===== config.mk =====
export PLATFORM = sky130hd
export DESIGN_NAME = seq_memory
export DESIGN_NICKNAME = d
export VERILOG_FILES = /design/src/rtl/seq_memory.sv
export SDC_FILE = /design/constraint.sdc
export NUM_CORES = 1
export LEC_CHECK = 0
export ABC_AREA = 1
export ABC_CLOCK_PERIOD_IN_PS = 2600
export BUFFER_PORTS_ARGS = -buffer_cell sky130_fd_sc_hd__buf_2
export CORE_MARGIN = 2
export CORE_UTILIZATION = 41
export CTS_CLUSTER_SIZE = 24
export DETAILED_ROUTE_END_ITERATION = 10
export PLACE_DENSITY = 0.64
export SYNTH_ARGS = -nofsm -noshare
export SYNTH_HDL_FRONTEND = slang
export SYNTH_SLANG_ARGS = --single-unit
export TNS_END_PERCENT = 1

===== constraint.sdc =====
create_clock -name clock -period 2.6 [get_ports clock]
set_clock_uncertainty 0.2 [all_clocks]
set_input_delay 0.52 -clock clock [delete_from_list [all_inputs] [get_ports clock]]
set_output_delay 0.52 -clock clock [all_outputs]
set_load 0.03 [all_outputs]

===== src/rtl/seq_memory.sv =====
// Sequence memory: append, one-cycle registered random reads and a valid/ready playback engine.
// Optional macro SEQ_MEMORY_PRELOAD_EN: reset loads the built-in challenge table (len=11).
module seq_memory #(
  parameter int DATA_WIDTH = 4,
  parameter int ADDR_WIDTH = 4
) (
  input  logic                  clock,
  input  logic                  reset_n,
  input  logic                  clear,
  input  logic                  append,
  input  logic [DATA_WIDTH-1:0] append_data,
  input  logic                  rd_en,
  input  logic [ADDR_WIDTH-1:0] rd_addr,
  output logic [DATA_WIDTH-1:0] rd_data,
  output logic                  rd_valid,
  output logic                  rd_oob,
  input  logic                  start,
  output logic [DATA_WIDTH-1:0] play_data,
  output logic                  play_valid,
  input  logic                  play_ready,
  output logic                  play_done,
  output logic                  busy,
  output logic [ADDR_WIDTH:0]   len,
  output logic                  full,
  output logic                  empty,
  output logic                  overflow
);

  localparam int DEPTH = 1 << ADDR_WIDTH;
  localparam logic [ADDR_WIDTH:0] DEPTH_L = {1'b1, {ADDR_WIDTH{1'b0}}};
  localparam logic [ADDR_WIDTH:0] ONE     = {{ADDR_WIDTH{1'b0}}, 1'b1};

  typedef enum logic [1:0] {IDLE, FETCH, PRESENT, DONE} state_t;

  logic [DATA_WIDTH-1:0] mem_q [DEPTH];
  logic [ADDR_WIDTH:0]   len_q, len_d, idx_q, idx_d, eff_len, idx_inc;
  logic                  ovf_q, ovf_d, wr_en, rd_hit;
  logic                  rd_valid_q, rd_oob_q;
  logic [DATA_WIDTH-1:0] rd_data_q, play_data_q, play_data_d;
  logic                  play_valid_q, play_valid_d;
  state_t                state_q, state_d;

  assign busy     = (state_q != IDLE);
  assign full     = (len_q == DEPTH_L);
  assign empty    = (len_q == '0);
  assign len      = len_q;
  assign overflow = ovf_q;
  assign rd_data  = rd_data_q;
  assign rd_valid = rd_valid_q;
  assign rd_oob   = rd_oob_q;
  assign play_data  = play_data_q;
  assign play_valid = play_valid_q;
  assign play_done  = (state_q == DONE);

  assign wr_en   = reset_n && !clear && append && !busy && !full;
  // A read on the clear edge is judged against the emptied sequence.
  assign eff_len = clear ? '0 : len_q;
  assign rd_hit  = ({1'b0, rd_addr} < eff_len);
  assign idx_inc = idx_q + ONE;

  always_comb begin
    len_d = len_q;
    ovf_d = ovf_q;
    if (clear) begin
      len_d = '0;
      ovf_d = 1'b0;
    end else if (append && !busy) begin
      if (full) ovf_d = 1'b1;
      else      len_d = len_q + ONE;
    end
  end

  always_comb begin
    state_d      = state_q;
    idx_d        = idx_q;
    play_data_d  = play_data_q;
    play_valid_d = play_valid_q;
    if (clear) begin
      state_d      = IDLE;
      play_valid_d = 1'b0;
    end else begin
      unique case (state_q)
        IDLE: if (start) begin
          idx_d   = '0;
          state_d = (len_q != '0) ? FETCH : DONE;
        end
        FETCH: begin
          play_data_d  = mem_q[idx_q[ADDR_WIDTH-1:0]];
          play_valid_d = 1'b1;
          state_d      = PRESENT;
        end
        PRESENT: if (play_ready) begin
          play_valid_d = 1'b0;
          idx_d        = idx_inc;
          state_d      = (idx_inc == len_q) ? DONE : FETCH;
        end
        DONE: state_d = IDLE;
        default: state_d = IDLE;
      endcase
    end
  end

  always_ff @(posedge clock) begin
`ifdef SEQ_MEMORY_PRELOAD_EN
    if (!reset_n) begin
      for (int i = 0; i < DEPTH; i++) mem_q[i] <= '0;
      mem_q[1]  <= DATA_WIDTH'(9);
      mem_q[2]  <= DATA_WIDTH'(6);
      mem_q[4]  <= DATA_WIDTH'(5);
      mem_q[5]  <= DATA_WIDTH'(3);
      mem_q[8]  <= DATA_WIDTH'(12);
      mem_q[10] <= DATA_WIDTH'(10);
    end else
`endif
    if (wr_en) mem_q[len_q[ADDR_WIDTH-1:0]] <= append_data;
  end

  always_ff @(posedge clock) begin
    if (!reset_n) begin
`ifdef SEQ_MEMORY_PRELOAD_EN
      len_q <= (ADDR_WIDTH+1)'(11);
`else
      len_q <= '0;
`endif
      ovf_q        <= 1'b0;
      state_q      <= IDLE;
      idx_q        <= '0;
      play_data_q  <= '0;
      play_valid_q <= 1'b0;
      rd_valid_q   <= 1'b0;
      rd_oob_q     <= 1'b0;
      rd_data_q    <= '0;
    end else begin
      len_q        <= len_d;
      ovf_q        <= ovf_d;
      state_q      <= state_d;
      idx_q        <= idx_d;
      play_data_q  <= play_data_d;
      play_valid_q <= play_valid_d;
      rd_valid_q   <= rd_en;
      if (rd_en) begin
        rd_oob_q  <= !rd_hit;
        rd_data_q <= rd_hit ? mem_q[rd_addr] : '0;
      end
    end
  end

endmodule


# --- After elaboration in Yosys (flattened, before gate mapping) ---
# Memory sizes are Yosys's and may differ from the RTL's. A register that Yosys moved wholly into a read port is not among the register bits.
# Cells that the tools add are included.
totals:
  input_bits: 15
  mem_count: 1
  ramBits: 64
  register_bits: 20
  wordCells: 59
memory_table:
  columns: ["memory", "words", "width", "read_ports", "rd_ports_with_merged_regs", "wr", "line", "text"]
  rows:
  - ["mem_q", 16, 4, 2, 1, 1, "35", "logic [DATA_WIDTH-1:0] mem_q [DEPTH];"]
classes:
  n_bitwise: 3
  addsub: 2
  n_mux: 14
  reduce_logical: 23
  eq_ne: 7
  order_cmp: 1
op_table:
  columns: ["cell", "n"]
  rows:
  - ["5-bit two-way mux", 3]
  - ["5-bit by 1-bit adder with 5-bit output, second input constant", 2]
  - ["5-bit one-hot mux with 2 select lines", 1]
  - ["2-bit AND reduction", 5]
  - ["2-bit two-way mux", 4]
  - ["2-bit one-hot mux with 4 select lines", 1]
  - ["2-bit nonzero test", 3]
  - ["5-bit equality test", 1]
  - ["5-bit equality test, second input constant", 1]
  - ["1-bit logical AND", 5]
  - ["1-bit zero test", 5]
  - ["5-bit zero test", 1]
  - ["4-bit by 5-bit less-than comparator with 1-bit output", 1]
  - ["5-bit nonzero test", 1]
  - ["2-bit equality test, second input constant", 2]
  - ["4-bit two-way mux", 1]
  - ["2-bit inequality test, second input constant", 2]
  - ["4-bit AND reduction", 1]
  - ["1-bit two-way mux", 3]
  - ["1-bit NOT", 3]
  - ["2-bit by 1-bit equality test with 1-bit output, second input constant", 1]
  - ["2-bit zero test", 1]
  - ["1-bit one-hot mux with 2 select lines", 1]
  - ["2-bit OR reduction", 1]

# --- Logic depth before layout (Yosys ltp) ---
depth:
  ltp_word: 7
  depth_mapped: 11
  ltp_nobuf: 11

# --- Worst setup path before layout ---
# OpenSTA, ideal clock, no wires.
synth_timing:
  path_kind: "register -> register"
  startpoint: "register len_q[0], in the netlist len[0]"
  endpoint: "memory mem_q[0][0], enable pin"
  synth_period_minus_slack_ns: 2.146
  required_ns: 2.071
  arrival_ns: 1.617
  path_stages_with_launch: 8
  n_path_buf: 0
  setup_slack_ns: 0.454
  setup_time_ns: 0.329
  cell_sequence: "dfxtp_1 -> inv_1 -> ha_1 -> nand3_1 -> nand2_2 -> nor2_2 -> nand2_1 -> nor2_1"
synth_between:
  elab_chain_cells: 5
synth_rtl:
  columns: ["element", "line", "text"]
  rows:
  - ["start, declared", "36", "logic [ADDR_WIDTH:0] len_q, len_d, idx_q, idx_d, eff_len, idx_inc;"]
  - ["start signal, assigned", "134", "len_q <= len_d;"]
  - ["5-bit equality test", "44", "assign full = (len_q == DEPTH_L);"]
  - ["1-bit zero test", "55", "assign wr_en = reset_n && !clear && append && !busy && !full;"]
  - ["1-bit logical AND", "55", null]
  - ["1-bit two-way mux", "115", "if (wr_en) mem_q[len_q[ADDR_WIDTH-1:0]] <= append_data;"]
  - ["1-bit two-way mux (implied by the code)", "115", null]
  - ["end, declared", "35", null]
# Parallel ways exist; a longest one is shown, timed or not.

# --- Worst setup path in the final report ---
layout_timing:
  startpoint: "register len_q[0], in the netlist len[0]"
  endpoint: "memory mem_q[3][0], enable pin"
# Same word-level chain as after synthesis.

==> results.tsv <==
metric	value	unit
synthCells	520	
grt_usage	20.5	%
grt_antenna_before_repair	0	
synthTopCellsByCount	nand2_1 (68), o21ai_0 (67), nand3_1 (66)	
cts-resized-gates	0	
die_y	109	um
grt_pass1_vias	3631	
dieArea	11900	um^2
yosysWarningCount	0	
grt-ovfl-total	0	
core_area	10800	um^2
vias	3784	
cts.path.max_buffers	2	
dp_hpwl	8330	um
hold_slack	0.164	ns
endpoint	mem_q[3][0]	
gp_congestion	0.882	
cts_num_sinks	88	
layout-area-overhead-vs-synth	9.74	%
post-route-min-period	2.38	ns
cts.htree.levels	3	
max-vdd-ir-drop	286	uV
r2r-end	mem_q[3][0]	
swShare	25.1	%
synthDistinctLibCells	32	
reg2reg_slack	0.22	ns
initial_core_util	41.9	%
grt_max_degree	72	
stdcell_count	691	
die_x	109	um
p_leak	1.91	nW
synth-seq-area-share	53.1	%
critPathRequiredTime	2.42	ns
drt_iter0_drc	385	
switching_power	0.000673	W
synth_ff_type	edfxtp_1	
synth_most_common_cell	nand2_1	
ant_nets	0	
synth_area	4520	um^2
layout.nets	569	
yosys.area.top_type	edfxtp_1	
cts_tree	yes	
routed_wl	11700	um
io_pins	36	
ctsHoldBuffers	0	
cts_made_buffers	9	
arrival	2.21	ns
fin_crit_sh	91.7	%
sequentialPowerShare	57.1	%
synth-async-reset-ratio	0	%
synth_fp_nets	543	
postCtsSetupBuffers	0	
cts_root_buf	clkbuf_8	
rows	38	
first_pass_iters	5	
drive_gt1_share	13.4	%
regToRegStartpoint	len[0]	
cp-end-kind	register	
clock.fmax	0.419	GHz
power	0.00269	W
cp-startpoint	len[0]	
grt_pass1_wl	18100	um
synth_area_leaders	edfxtp_1 (43%), dfxtp_1 (11%), o21ai_0 (7.4%), nand3_1 (7.3%), a21oi_1 (7.2%)	
synth_top_area_share	42.5	%
route.detailed.drc	0	
relSlewSlack	62.2	%
slew_viol_final	0	
rsz0062_at_grt	no	
num-fill-cells	1039	
setup.worst_path.start_class	register	
cap_violations	0	
viasPerCell	5.48	
fin_setup_tns	0	ns
worstPathMaxFanout	7	
r2r_cells	7	
power_frac_comb	11.1	%
port_buffers	35	
yosys_register_bits	88	
setup_viol	0	
dp.cells	675	
synth_edf_count	64	
insertion_delay	0.36	ns
hold_path_class	primary input to register	
antennaDiodeCount	0	
avgSynthCellArea	8.69	um^2
clkPwrFrac	31.8	%
detail_route.wl_per_cell	16.9	um
tightest_slew	0.564	ns
power_density	541	nW/um^2
status	complete, no violations	
path_class	register to register	
cts.clk_slew.worst_paths	0.09	ns
hold_viol	0	
cellInternalPower	0.00201	W
## how the worst min path moves through the flow
stage	depth (start not counted)	start	end	slack (ns)
finish	3	rd_en	rd_valid	0.16
global route	2	play_ready	play_valid	0.16
CTS	3	rd_en	rd_valid	0.16
detailed placement	2	overflow	overflow	0.26
global placement	2	rd_data[0]	rd_data[0]	0.26
floorplan	2	idx_q[4]	idx_q[4]	0.27
## layer usage
layer / part of all wire [%] / global-route usage [%] / vias to the layer above
li1: - / - / 1836
met2: 46 / 32.5 / 169
met5: 0 / 0 / -
met1: 43 / 26.5 / 1744
met4: 3.1 / 8.42 / 0
met3: 7.3 / 5.44 / 35
## worst max-delay path, stage by stage (launching register included)
cell     delay (ns)
dfxtp_1        0.44
inv_1          0.14
ha_1           0.25
nand3_1        0.12
nand2_2        0.11
inv_2          0.09
nand3_1        0.30
nor2_1         0.40
## area by class of cell
cell class                      instances  area [um^2]  share of cell area, %
Clock buffer                           15          168                   3.38
Sequential cell                        88         2400                   48.4
Clock inverter                          1         5.00                  0.101
Tap cell                              140          175                   3.53
Timing Repair Buffer                   42          240                   4.84
Inverter                               68          255                   5.15
Multi-Input combinational cell        337         1710                   34.6
## power by group through the flow
stage / logic (W) / registers (W) / clock network [W]
4_1_cts: 0.000295 / 0.00153 / 0.000886
2_1_floorplan: 0.000186 / 0.00158 / 0
6_report: 0.000297 / 0.00153 / 0.000855
3_5_place_dp: 0.000294 / 0.00157 / 0
3_3_place_gp: 0.000289 / 0.00157 / 0
5_1_grt: 0.000328 / 0.00154 / 0.000935
## sequential cells by signal (all words and copies together) (netlist names)
signal	cells
state_q	2
idx_q	5
rd_oob	1
mem_q	64
overflow	1
play_valid	1
rd_valid	1
play_data	4
len	5
rd_data	4
## layout by cell type, fill, tap and decap left out
master     count
nor2_4         2
or2_4          1
nand2_1       68
o211ai_1       4
o21ai_2        1
o21a_1         1
nand4_1        7
inv_1         60
buf_12         1
or2_1          1
clkbuf_16      1
buf_2         35
clkinv_2       1
nor2_1        29
nand3_2        1
a211oi_1       2
nand3_1       66
a21oi_1       65
nand4_4        1
a22oi_2        1
dfxtp_2        1
inv_2          8
nand3b_2       1
nor3_1         1
clkbuf_8       9
clkbuf_1       5
ha_1           8
o21ai_0       67
dfxtp_1       23
nor2_2         1
edfxtp_1      64
buf_4          6
a31oi_1        1
o21ai_1        5
nand2_2        3
## stage by stage
step	instance area [um^2]	setup WS, ns	util [%]
4_1_cts	4960	0.172	46.0
5_1_grt	4960	0.0754	46.0
3_5_place_dp	4790	0.177	44.4
2_1_floorplan	4520	0.454	-
3_3_place_gp	4790	0.275	44.4
6_report	4960	0.216	46.0
## cells by family (layout without fill, tap and decap cells)
group / Yosys count / after routing / synth area share (%)
and+or+nand+nor: 182 / 182 / 18.8
AOI/OAI and AO/OA: 147 / 147 / 16.9
buffers and inverters: 95 / 126 / 8.94
DFF: 88 / 88 / 53.1
adders and majority gates: 8 / 8 / 2.21
Power figures use the tool's default switching activity.
